## src/rtl/bus_arbiter_rr_pkg.sv

```systemverilog
// Shared definitions for the round-robin bus arbiter: state encodings and bus-wide defaults.
package bus_arbiter_rr_pkg;

  localparam int unsigned DEF_NUM_MASTERS = 4;
  localparam int unsigned DEF_IDX_W       = 2;
  localparam int unsigned DEF_MAX_HOLD    = 4;
  localparam int unsigned DEF_CNT_W       = 4;

  typedef enum logic {
    ST_IDLE  = 1'b0,
    ST_OWNED = 1'b1
  } arb_state_e;

endpackage

```

## src/rtl/bus_arbiter_rr_pick.sv

```systemverilog
// Combinational round-robin picker: finds the first request after ptr, circularly,
// optionally ignoring one master (the current owner).
module bus_arbiter_rr_pick #(
  parameter int unsigned NUM_MASTERS = 4,
  parameter int unsigned IDX_W       = 2
) (
  input  logic [NUM_MASTERS-1:0] req,
  input  logic [IDX_W-1:0]       ptr,
  input  logic [IDX_W-1:0]       mask_idx,
  input  logic                   mask_en,
  output logic [NUM_MASTERS-1:0] win,
  output logic [IDX_W-1:0]       win_idx,
  output logic                   any
);

  localparam int unsigned SH_W = IDX_W + 1;
  localparam logic [SH_W-1:0] N_S = SH_W'(NUM_MASTERS);

  logic [NUM_MASTERS-1:0]   req_m;
  logic [2*NUM_MASTERS-1:0] dbl;
  logic [NUM_MASTERS-1:0]   rot;
  logic [SH_W-1:0]          start;
  logic [SH_W-1:0]          ofs;
  logic [SH_W-1:0]          sum;

  // Drop the excluded master, then rotate so the search origin lands at bit 0.
  always_comb begin
    req_m = req;
    if (mask_en) req_m[mask_idx] = 1'b0;
    start = SH_W'(ptr) + SH_W'(1);
    if (start >= N_S) start = start - N_S;
    dbl = {req_m, req_m};
    rot = NUM_MASTERS'(dbl >> start);
  end

  // Lowest set bit of the rotated vector is the winner.
  always_comb begin
    ofs = '0;
    for (int i = NUM_MASTERS - 1; i >= 0; i--) begin
      if (rot[i]) ofs = SH_W'(i);
    end
    any = |rot;
    sum = start + ofs;
    if (sum >= N_S) sum = sum - N_S;
    win_idx = IDX_W'(sum);
    win = '0;
    if (any) win[win_idx] = 1'b1;
  end

endmodule

```

## src/rtl/bus_arbiter_rr.sv

```systemverilog
// N-master round-robin bus arbiter with registered one-hot grant and a bounded
// tenure under contention.
module bus_arbiter_rr
  import bus_arbiter_rr_pkg::*;
#(
  parameter int unsigned NUM_MASTERS = DEF_NUM_MASTERS,
  parameter int unsigned IDX_W       = DEF_IDX_W,
  parameter int unsigned MAX_HOLD    = DEF_MAX_HOLD,
  parameter int unsigned CNT_W       = DEF_CNT_W
) (
  input  logic                   clk,
  input  logic                   reset_n,
  input  logic [NUM_MASTERS-1:0] req,
  output logic [NUM_MASTERS-1:0] grant,
  output logic [IDX_W-1:0]       grant_idx,
  output logic                   grant_valid
);

  localparam logic             HOLD_EN   = (MAX_HOLD != 0);
  localparam logic [CNT_W-1:0] HOLD_LAST = (MAX_HOLD == 0) ? '0 : CNT_W'(MAX_HOLD - 1);
  localparam logic [IDX_W-1:0] PTR_RST   = IDX_W'(NUM_MASTERS - 1);

  arb_state_e             state_q, state_d;
  logic [NUM_MASTERS-1:0] grant_q, grant_d;
  logic [IDX_W-1:0]       idx_q, idx_d;
  logic                   valid_q, valid_d;
  logic [IDX_W-1:0]       last_ptr_q, last_ptr_d;
  logic [CNT_W-1:0]       hold_q, hold_d;

  logic [NUM_MASTERS-1:0] pick_win;
  logic [IDX_W-1:0]       pick_idx;
  logic                   pick_any;
  logic                   owner_req;
  logic                   take;

  // While owned, last_ptr equals the owner, so one picker serves both handover and preemption.
  bus_arbiter_rr_pick #(
    .NUM_MASTERS (NUM_MASTERS),
    .IDX_W       (IDX_W)
  ) u_pick (
    .req      (req),
    .ptr      (last_ptr_q),
    .mask_idx (idx_q),
    .mask_en  (state_q == ST_OWNED),
    .win      (pick_win),
    .win_idx  (pick_idx),
    .any      (pick_any)
  );

  assign owner_req = req[idx_q];

  always_comb begin
    state_d    = state_q;
    grant_d    = grant_q;
    idx_d      = idx_q;
    valid_d    = valid_q;
    last_ptr_d = last_ptr_q;
    hold_d     = hold_q;
    take       = 1'b0;

    case (state_q)
      ST_IDLE: begin
        if (pick_any) take = 1'b1;
      end
      ST_OWNED: begin
        if (!owner_req) begin
          // Release wins over preemption; hand over with no idle cycle when possible.
          if (pick_any) begin
            take = 1'b1;
          end else begin
            state_d = ST_IDLE;
            grant_d = '0;
            idx_d   = '0;
            valid_d = 1'b0;
          end
        end else if (HOLD_EN && (hold_q == HOLD_LAST) && pick_any) begin
          take = 1'b1;
        end else if (hold_q != HOLD_LAST) begin
          hold_d = hold_q + CNT_W'(1);
        end
      end
      default: begin
        state_d = ST_IDLE;
        grant_d = '0;
        idx_d   = '0;
        valid_d = 1'b0;
      end
    endcase

    if (take) begin
      state_d    = ST_OWNED;
      grant_d    = pick_win;
      idx_d      = pick_idx;
      valid_d    = 1'b1;
      last_ptr_d = pick_idx;
      hold_d     = '0;
    end
  end

  always_ff @(posedge clk or negedge reset_n) begin
    if (!reset_n) begin
      state_q    <= ST_IDLE;
      grant_q    <= '0;
      idx_q      <= '0;
      valid_q    <= 1'b0;
      last_ptr_q <= PTR_RST;
      hold_q     <= '0;
    end else begin
      state_q    <= state_d;
      grant_q    <= grant_d;
      idx_q      <= idx_d;
      valid_q    <= valid_d;
      last_ptr_q <= last_ptr_d;
      hold_q     <= hold_d;
    end
  end

  assign grant       = grant_q;
  assign grant_idx   = idx_q;
  assign grant_valid = valid_q;

endmodule

```

## config.mk

```make
export PLATFORM = sky130hd
export DESIGN_NAME = bus_arbiter_rr
export DESIGN_NICKNAME = d
export VERILOG_FILES = /design/src/rtl/bus_arbiter_rr_pkg.sv /design/src/rtl/bus_arbiter_rr_pick.sv /design/src/rtl/bus_arbiter_rr.sv
export SDC_FILE = /design/constraint.sdc
export NUM_CORES = 1
export LEC_CHECK = 0
export BUFFER_PORTS_ARGS = -buffer_cell sky130_fd_sc_hd__buf_2
export CELL_PAD_IN_SITES_DETAIL_PLACEMENT = 0
export CELL_PAD_IN_SITES_GLOBAL_PLACEMENT = 1
export CORE_ASPECT_RATIO = 0.9
export CORE_MARGIN = 1
export CORE_UTILIZATION = 43
export CTS_BUF_LIST = sky130_fd_sc_hd__clkbuf_8
export DETAILED_ROUTE_END_ITERATION = 8
export PLACE_DENSITY = 0.89
export SLEW_MARGIN = 30
export SYNTH_ARGS = -nofsm -noshare
export SYNTH_HDL_FRONTEND = slang
export SYNTH_SLANG_ARGS = --single-unit
export TNS_END_PERCENT = 30
```

## constraint.sdc

```tcl
create_clock -name clk -period 2.44 [get_ports clk]
set_input_delay 0.122 -clock clk [delete_from_list [all_inputs] [get_ports clk]]
set_output_delay 0.122 -clock clk [all_outputs]
set_load 0.1 [all_outputs]
```

---- Word level (Yosys, flattened, before mapping) ----
Index checks and enable logic that the tools add are counted.
W data, S select, Z words.
cells by class
  $lt $le $gt $ge ......................... 6
  shift-type cells ........................ 1
  bitwise gates (word level) .............. 3
  equality and inequality tests ........... 5
  $add $sub $neg .......................... 5
  mux-type cells .......................... 38
  reductions and logical operators ........ 9
operator list
  kind                   number
  $mux W4                11
  $mux W2                9
  $mux W1                13
  $shr A8 B3 Y4          1
  $ge A3 B3 Y1 const B   2
  $lt A2 B3 Y1 const B   2
  $reduce_bool A2 Y1     3
  $add A4 B1 Y4 const B  1
  $and A4 B4 Y4          1
  $demux W1 S2           2
  $eq A4 B2 Y1 const B   1
  $ge A2 B1 Y1 const B   2
  $ne A2 B1 Y1 const B   2
  $ne A4 B2 Y1 const B   1
  $not A4 Y4             1
  $reduce_and A4 Y1      1
  $reduce_or A4 Y1       1
  $add A2 B1 Y3 const B  1
  $add A3 B2 Y3          1
  $logic_and A1 B1 Y1    3
  $mux W3                1
  $reduce_and A3 Y1      1
  $sub A3 B3 Y3 const B  1
  $bmux W1 S2            1
  4 further kinds        4
word-level totals
  logic and storage cells ................. 73
  register bits ........................... 14
  output and inout port bits .............. 7

---- Longest topological paths before layout ----
Gate-level depths: netlist of run 1.
  depth in word-level cells ............... 21
  mapped depth ............................ 11
  mapped depth without buffers ............ 10

---- Hierarchy ----
Synthesis of run 1 repeated with hierarchy kept, for this count alone.
unflattened totals
  cells, all modules ...................... 113
  area, all modules ....................... 1,077.3 um^2
by module, submodules not included
  module               times used  sequential area each (um^2)  cells each  area an instance (um^2)
  bus_arbiter_rr       1           352.8                        71          758.2
  bus_arbiter_rr_pick  1           0.0                          42          319.1

---- Worst setup path after synthesis of run 1 ----
OpenSTA, ideal clock, no wires.
  path type ............................... flip-flop to flip-flop
  start ................................... register idx_q[0], in the netlist grant_idx[0]
  end ..................................... register grant_q[1], in the netlist grant[1]
  stages on the path, launching flop included .. 10
  setup time .............................. 0.086 ns
  arrival ................................. 2.838 ns
  required time ........................... 2.354 ns
  setup slack ............................. -0.483 ns
  cells stage by stage .................... dfrtp_1 -> nand3_1 -> a32oi_1 -> a2bb2oi_1 -> a2bb2oi_1 -> o32ai_1 -> ha_1 -> and2_1 -> nand3b_1 -> o221ai_2
on the way
  cells in the longest elaborated chain, start to end .. 21
  elaborated cells on any way between the ends .. 36
  those cells by class .................... 2 x add/sub; 5 x order compare; 2 x eq/ne; 1 x shift; 18 x mux; 2 x bitwise; 6 x reduce/logical
ends and longest elaborated chain
  what                                                                       line                       RTL
  start, declared                                                            bus_arbiter_rr.sv:25       logic [IDX_W-1:0] idx_q, idx_d;
  start signal, assigned                                                     bus_arbiter_rr.sv:111      idx_q <= idx_d;
  $lt A2 B3 Y1 (implied by the code) / $ge A2 B1 Y1 (equally long branches)  bus_arbiter_rr_pick.sv:29  if (mask_en) req_m[mask_idx] = 1'b0;
  $logic_and A1 B1 Y1 (implied by the code)                                  bus_arbiter_rr_pick.sv:29
  $mux W1 (implied by the code)                                              bus_arbiter_rr_pick.sv:29
  $demux W1 S2 *                                                             -
  $not A4 Y4 (no source line) *                                              -
  $and A4 B4 Y4 (no source line) *                                           -
  $mux W4 *                                                                  bus_arbiter_rr_pick.sv:29
  $shr A8 B3 Y4 *                                                            bus_arbiter_rr_pick.sv:33  rot = NUM_MASTERS'(dbl >> start);
  [... 6 more ...]                                                           -
  $mux W2 *                                                                  bus_arbiter_rr_pick.sv:44  if (sum >= N_S) sum = sum - N_S;
  net pick_idx[0]                                                            bus_arbiter_rr.sv:31       logic [IDX_W-1:0] pick_idx;
  $lt A2 B3 Y1 (implied by the code) / $ge A2 B1 Y1 (equally long branches)  bus_arbiter_rr_pick.sv:47  if (any) win[win_idx] = 1'b1;
  $logic_and A1 B1 Y1 (implied by the code)                                  bus_arbiter_rr_pick.sv:47
  $mux W1 (implied by the code)                                              bus_arbiter_rr_pick.sv:47
  $demux W1 S2 *                                                             -
  $mux W4 *                                                                  bus_arbiter_rr_pick.sv:47
  $mux W4 *                                                                  bus_arbiter_rr.sv:90       if (take) begin
  end signal, assigned                                                       bus_arbiter_rr.sv:110      grant_q <= grant_d;
  end, declared                                                              bus_arbiter_rr.sv:24       logic [NUM_MASTERS-1:0] grant_q, grant_d;
Mark *: on every way through the listed nets, which the timed path passes. The rest lies on a longest branch. The select of a mux whose other input is x is not followed.
A chain may end at the register's enable or synchronous reset.

---- Worst setup path after layout of run 1 ----
  start ................................... register last_ptr_q[0]
  end ..................................... register grant_q[2], in the netlist grant[2]
on the way
  cells in the longest elaborated chain, start to end .. 17
  elaborated cells on any way between the ends .. 30
  those cells by class .................... 4 x add/sub; 4 x order compare; 2 x eq/ne; 1 x shift; 14 x mux; 5 x reduce/logical
ends and longest elaborated chain
  what                                                                       line                       RTL
  start, declared                                                            bus_arbiter_rr.sv:27       logic [IDX_W-1:0] last_ptr_q, last_ptr_d;
  start signal, assigned                                                     bus_arbiter_rr.sv:113      last_ptr_q <= last_ptr_d;
  $add A2 B1 Y3 *                                                            bus_arbiter_rr_pick.sv:30  start = SH_W'(ptr) + SH_W'(1);
  $sub A3 B3 Y3 / $ge A3 B3 Y1 (equally long branches)                       bus_arbiter_rr_pick.sv:31  if (start >= N_S) start = start - N_S;
  $mux W3 *                                                                  bus_arbiter_rr_pick.sv:31
  $shr A8 B3 Y4                                                              bus_arbiter_rr_pick.sv:33
  $mux W2 (4 in a row)                                                       bus_arbiter_rr_pick.sv:40  if (rot[i]) ofs = SH_W'(i);
  $add A3 B2 Y3 *                                                            bus_arbiter_rr_pick.sv:43  sum = start + ofs;
  $ge A3 B3 Y1 / $sub A2 B1 Y2 (equally long branches)                       bus_arbiter_rr_pick.sv:44
  $mux W2 *                                                                  bus_arbiter_rr_pick.sv:44
  net pick_idx[0]                                                            bus_arbiter_rr.sv:31
  $lt A2 B3 Y1 (implied by the code) / $ge A2 B1 Y1 (equally long branches)  bus_arbiter_rr_pick.sv:47
  $logic_and A1 B1 Y1 (implied by the code)                                  bus_arbiter_rr_pick.sv:47
  $mux W1 (implied by the code)                                              bus_arbiter_rr_pick.sv:47
  $demux W1 S2 *                                                             -
  $mux W4 *                                                                  bus_arbiter_rr_pick.sv:47
  $mux W4 *                                                                  bus_arbiter_rr.sv:90
Mark *: on every way through the listed nets, which the timed path passes. The rest lies on a longest branch.

==> run_results.csv, run 1 <==
group,metric,value,unit
logic_synthesis,ys_ff_latch,14,
placed_design,gp_congestion,0.794,
clock_network,clk_pin_slew,0.06,ns
logic_synthesis,synth_top_family_by_area,"simple AND/OR/NAND/NOR gates",
setup_path,crit_fanout,7,
placed_design,io_buffers,12,
logic_synthesis,synth-simple-area-share,26.5,%
setup_path,path_class,"reg -> reg",
global_routing,grt-ovfl-total,0,
clock_network,clockBufferDepth,2,
route,dr.first_iter.drc_count,25,
logic_synthesis,seq_area_frac_synth,31.2,%
global_routing,grt_pass1_wl,4840,um
clock_network,cts_root_buf,"clkbuf_8",
timing,fin_setup_tns,0,ns
logic_synthesis,yosysWarnings,0,
logic_synthesis,synth_fa_ha_area_share,4.43,%
logic_synthesis,synthMuxAreaShare,5.54,%
route,wl_per_cell,17.8,um
route,via_count,1019,
floorplan,io_pins,13,
timing,max_slew.worst_pin.slew,0.483,ns
layout,diodes,0,
clock_network,h-tree-depth,1,
route,drcViolationCount,0,
floorplan,start_util,45.8,%
logic_synthesis,syn-cell-area,1130,um2
timing,fin_crit,2.42,ns
timing,fmax,414,MHz
timing,grt_setup_unrepaired,"yes",
run_status,status,"finished, final reports clean",
route,first_pass_iters,4,
timing,fin_skew,0.00521,ns
layout,fillers,206,
route,antenna_left,0,
clock_network,cts_tree,"done",
setup_path,reg2reg_depth,10,
floorplan,core,2470,um2
logic_synthesis,synthCells,106,
layout,drive_above_1_share,48.1,%
logic_synthesis,async_reset_ff_share,100,%
timing,relSlewSlack,68.0,%
logic_synthesis,synth_cell_types,51,
run,cap_violations,0,
timing,whs,0.299,ns
layout,fin_util,60.1,%
clock_network,cts_sinks,14,
timing,finalCritPeriodShare,99.1,%
timing,maxSlewViolCount,0,
logic_synthesis,synth_ff_type,"dfrtp_1",
setup_path,critical_path_arrival,2.58,ns
floorplan,die_w,56.0,um
global_routing,grt_usage,22.2,%
logic_synthesis,synth_nets,116,
setup_path,critPathLaunchType,"flop",
global_routing,grt_pass1_vias,967,
global_routing,antenna_found_initial,0,
logic_synthesis,synth_edf_count,0,
route,routed_wl,2860,um
min_path,holdCritPathClass,"in -> async",
timing,hold_violations,0,
clock_network,numCtsBuffers,3,
floorplan,rows,17,
clock_network,clk_latency,0.25,ns
timing,setup_viol_count_final,0,
global_routing,grt_max_degree,15,
layout,syn2layout_area_growth,31.3,%
layout,finalNetCount,144,
route,viasPerCell,6.33,
floorplan,fp.dieArea,2840,um2
setup_path,crit_path_end_kind,"flop",
logic_synthesis,synth_compound_area_share,25.5,%
logic_synthesis,synth_xor_area_share,0.775,%
floorplan,die_h,50.6,um
logic_synthesis,synth.avg_cell_area,10.7,um2
placed_design,dpl.hpwl,2010,um
setup_path,required,2.60,ns
## cell usage after synthesis, types with 2 or more instances
cell | count | share of area [%]
dfrtp_1 | 12 | 27
inv_1 | 8 | 2.7
nand3_1 | 7 | 3.1
ha_1 | 4 | 4.4
mux2i_1 | 4 | 3.5
nand2_1 | 4 | 1.3
nor2_1 | 4 | 1.3
o221ai_2 | 4 | 5.3
a31oi_1 | 3 | 1.7
nand2b_1 | 3 | 1.7
a21oi_1 | 2 | 0.89
a2bb2oi_1 | 2 | 1.6
a41oi_1 | 2 | 1.6
and2_1 | 2 | 1.1
buf_6 | 2 | 2.0
dfstp_2 | 2 | 4.7
nand3b_1 | 2 | 1.3
nand4_1 | 2 | 1.1
nand4b_1 | 2 | 1.6
o21bai_1 | 2 | 1.3
o221ai_1 | 2 | 1.6
o22ai_1 | 2 | 1.1
## state kept, by name (all words and copies together) (netlist names)
signal and flops:
grant 4, hold_q 4, grant_idx 2, last_ptr_q 2, grant_valid 1, state_q 1
## timing repair
item,CTS,global route
endpoints found under the hold margin,12,0
resized for setup,12,5
hold buffers,1,0
pin swaps,7,5
endpoints found under the setup margin,4,6
setup buffers,5,0
## worst paths after layout
check	from	to	slack, ns
hold / removal	reset_n	grant_idx[0]	0.30
setup / recovery	last_ptr_q[0]	grant[2]	0.02
min in group clk	req[3]	state_q	0.44
hold reg to reg	hold_q[3]	hold_q[3]	0.49
setup reg to reg	last_ptr_q[0]	grant[2]	0.02
max in group asynchronous	reset_n	last_ptr_q[1]	1.84
## cell families (layout without fill, tap and decap cells)
family / Yosys count / in the layout
simple gates: 41 / 41
compound gates: 28 / 28
buf+inv: 13 / 40
xor+xnor: 1 / 1
fa+ha+maj: 4 / 4
mux: 5 / 5
flops: 14 / 14
## layer usage
| layer | up-vias | track usage, % | wire [um] | share of wire, % |
|---|---|---|---|---|
| met2 | 26 | 37.7 | 1440 | 50 |
| li1 | 468 | - | - | - |
| met4 | 0 | 9.35 | 63 | 2.2 |
| met1 | 516 | 28.3 | 1260 | 44 |
| met3 | 9 | 3.35 | 106 | 3.7 |
| met5 | - | 0 | 0 | 0 |
## worst max-delay path: stages, from the launching register on
cell and delay, ns:
dfstp_2 0.63, buf_4 0.14, xor2_1 0.30, a31oi_4 0.15
a2bb2oi_2 0.19, o32ai_2 0.12, ha_2 0.33, buf_6 0.13
nor2_8 0.09, nand3_2 0.08, o221ai_2 0.17
## placed cells by master, fill, tap and decap left out, drive strengths merged, types with 2 or more instances in the layout
cell	Yosys	final
a31oi	4	4
mux2i	4	4
nand2b	4	4
o22ai	2	2
nor3	2	2
nor2	5	5
nand2	4	4
and2	4	4
nand4b	2	2
ha	4	4
nand4	2	2
dfstp	2	2
nand3	8	8
dfrtp	12	12
clkbuf	0	4
o21bai	3	3
buf	4	26
nand3b	2	2
a21oi	2	2
o221ai	6	6
a2bb2oi	2	2
a41oi	2	2
inv	8	8
## layout make-up
cell class,instances,area [um2],area share [%]
multi-input cells,79,813,54.8
repair buffers,27,186,12.6
clock buffers,4,55.1,3.71
well taps,28,35.0,2.36
flip-flops and latches,14,360,24.3
inverters,9,33.8,2.28
## metrics by stage
step,setup slack [ns],cells,instance area (um2)
floorplan,0.0115,106,1160
global placement,0.0238,151,1290
detailed placement,-0.116,151,1290
CTS,-0.00665,161,1460
global route,-0.0980,161,1480
finish,0.0227,161,1480
Power of run 1 is not shown: default switching activity piles up to over one toggle a cycle in this logic, so the estimate is an artifact.
==> inputs of run 2 (changes only) <==
--- a/config.mk
+++ b/config.mk
@@ -10,10 +10,10 @@
 export CELL_PAD_IN_SITES_GLOBAL_PLACEMENT = 1
 export CORE_ASPECT_RATIO = 0.9
 export CORE_MARGIN = 1
-export CORE_UTILIZATION = 43
+export CORE_UTILIZATION = 51
 export CTS_BUF_LIST = sky130_fd_sc_hd__clkbuf_8
 export DETAILED_ROUTE_END_ITERATION = 8
-export PLACE_DENSITY = 0.89
+export PLACE_DENSITY = 0.95
 export SLEW_MARGIN = 30
 export SYNTH_ARGS = -nofsm -noshare
 export SYNTH_HDL_FRONTEND = slang
==> constraint.sdc (replaced) <==
create_clock -name clk -period 3.1 [get_ports clk]
set_input_delay 0.155 -clock clk [delete_from_list [all_inputs] [get_ports clk]]
set_output_delay 0.155 -clock clk [all_outputs]
set_load 0.1 [all_outputs]
==> run 2 against run 1 <==
Non-clock buffer count decreased by 14. Highest routed layer unchanged. Largest cell class unchanged. Utilization is 2.5 points higher. Count of clock-buffer cells in the layout unchanged. Critical endpoint is now grant[1]. Via count shrank 9.2%. Final area fell by 15%.
==> run_results.csv, run 2 (synthesis results as in run 1) <==
group,metric,value,unit
route,dr.first_iter.drc_count,15,
timing,finalCritPeriodShare,91.5,%
layout,diodes,0,
clock_network,numCtsBuffers,3,
route,routed_wl,2520,um
global_routing,grt.busiest_layer,"met2",
timing,fin_crit,2.84,ns
route,drcViolationCount,0,
floorplan,start_util,56.3,%
placed_design,placedCellCount,139,
placed_design,pre_cts_slack,0.206,ns
setup_path,crit_chain,"ha_1, nand2b_1, a32oi_2, a2bb2oi_1, a2bb2oi_1, o32ai_1, ha_1, and2_1, nand3b_1, o221ai_2",
floorplan,io_pins,13,
global_routing,use_met1,31.1,%
timing,hold_violations,0,
global_routing,use_met2,44.2,%
setup_path,crit_path_end_kind,"flop",
global_routing,grt_pass1_wl,4230,um
clock_network,clockBufferDepth,2,
timing,setup_ws,0.263,ns
floorplan,core,2010,um2
run_status,status,"finished, final reports clean",
timing,fin_skew,0.000714,ns
min_path,holdCritPathClass,"in -> async",
setup_path,setup.worst_path.end,"grant[1]",
setup_path,r2r-end,"grant[1]",
setup_path,critPathLaunchType,"flop",
run,cap_violations,0,
placed_design,dpl.hpwl,1860,um
global_routing,grt_max_degree,15,
route,wl_per_cell,17.5,um
layout,finalNetCount,130,
placed_design,io_buffers,12,
timing,fin_setup_tns,0,ns
global_routing,grt_usage,25.1,%
floorplan,die_w,51.6,um
setup_path,critical_path_arrival,3.01,ns
timing,grt_setup_unrepaired,"no",
clock_network,postCtsSetupRepairBufs,0,
timing,whs,0.338,ns
route,via_count,925,
layout,final_cell_count_no_fill,144,
clock_network,clk_pin_slew,0.06,ns
setup_path,r2r_start,"last_ptr_q[0]",
floorplan,rows,15,
route,first_pass_iters,4,
route,antenna_left,0,
timing,relSlewSlack,64.9,%
setup_path,required,3.27,ns
timing,fmax,353,MHz
layout,syn2layout_area_growth,11.4,%
setup_path,reg2reg_depth,10,
setup_path,r2r_slack,0.26,ns
global_routing,grt_pass1_vias,882,
route,viasPerCell,6.42,
clock_network,cts_tree,"done",
placed_design,gp_congestion,0.875,
layout,final_cell_mix,"12 x dfrtp_1, 12 x buf_2, 8 x inv_1",
global_routing,antenna_found_initial,0,
setup_path,path_class,"reg -> reg",
floorplan,fp.dieArea,2410,um2
setup_path,critical-path-slowest-cell,"dfstp_2",
setup_path,crit_start,"last_ptr_q[0]",
clock_network,cts_root_buf,"clkbuf_8",
setup_path,crit_fanout,10,
timing,setup_viol_count_final,0,
clock_network,h-tree-depth,1,
clock_network,clk_latency,0.25,ns
layout,fillers,177,
floorplan,die_h,46.7,um
setup_path,cpPeakStageDelay,0.65,ns
timing,maxSlewViolCount,0,
clock_network,cts_sinks,14,
timing,max_slew.worst_pin.slew,0.526,ns
global_routing,grt-ovfl-total,0,
global_routing,grtUsageMet3,3.96,%
layout,drive_above_1_share,31.1,%
## run 2: changes by cell type in the layout (fill, tap and decap cells not counted), moves of 2 or more
cell | before | now
dfrtp_4 | 2 | 0
a2bb2oi_2 | 2 | 0
ha_1 | 2 | 4
dfrtp_1 | 10 | 12
buf_6 | 3 | 0
buf_4 | 11 | 0
a2bb2oi_1 | 0 | 2
## run 2: timing repair
item	4_1_cts	5_1_grt
endpoints found under the setup margin	0	2
hold buffers	1	0
hold endpoints to repair	12	0
gates resized for setup	0	1
## run 2: how the worst min path moves through the flow
stage / endpoint
floorplan: grant[0]
global placement: grant[3]
detailed placement: grant[3]
CTS: grant_idx[1]
global route: state_q
finish: grant[3]
## run 2: area by class of cell
type / instances / area [um2] / share of cell area (%)
Sequential cell: 14 / 353 / 28.0
Clock buffer: 4 / 55.1 / 4.37
Timing Repair Buffer: 13 / 70.1 / 5.57
Inverter: 9 / 33.8 / 2.68
Tap cell: 25 / 31.3 / 2.49
Multi-Input combinational cell: 79 / 716 / 56.9
## run 2: worst max-delay path: cells and delay by family, from the launching register on
family	cells	cell delay, ns
compound gates	5	1.01
simple gates	3	0.47
flops	1	0.65
fa+ha+maj	2	0.62
## run 2: layer usage
metal	share of wire, %	wire [um]
met1	43	1090
met5	0	0
met4	1.7	44
met3	3.4	85
met2	52	1300
## run 2: per-stage QoR
stage / utilization [%] / cell area [um2]
finish: 62.7 / 1260
global route: 62.7 / 1260
CTS: 62.3 / 1250
detailed placement: 59.1 / 1190
global placement: 59.1 / 1190
floorplan: - / 1130
Power of run 2 is left out for the same reason.
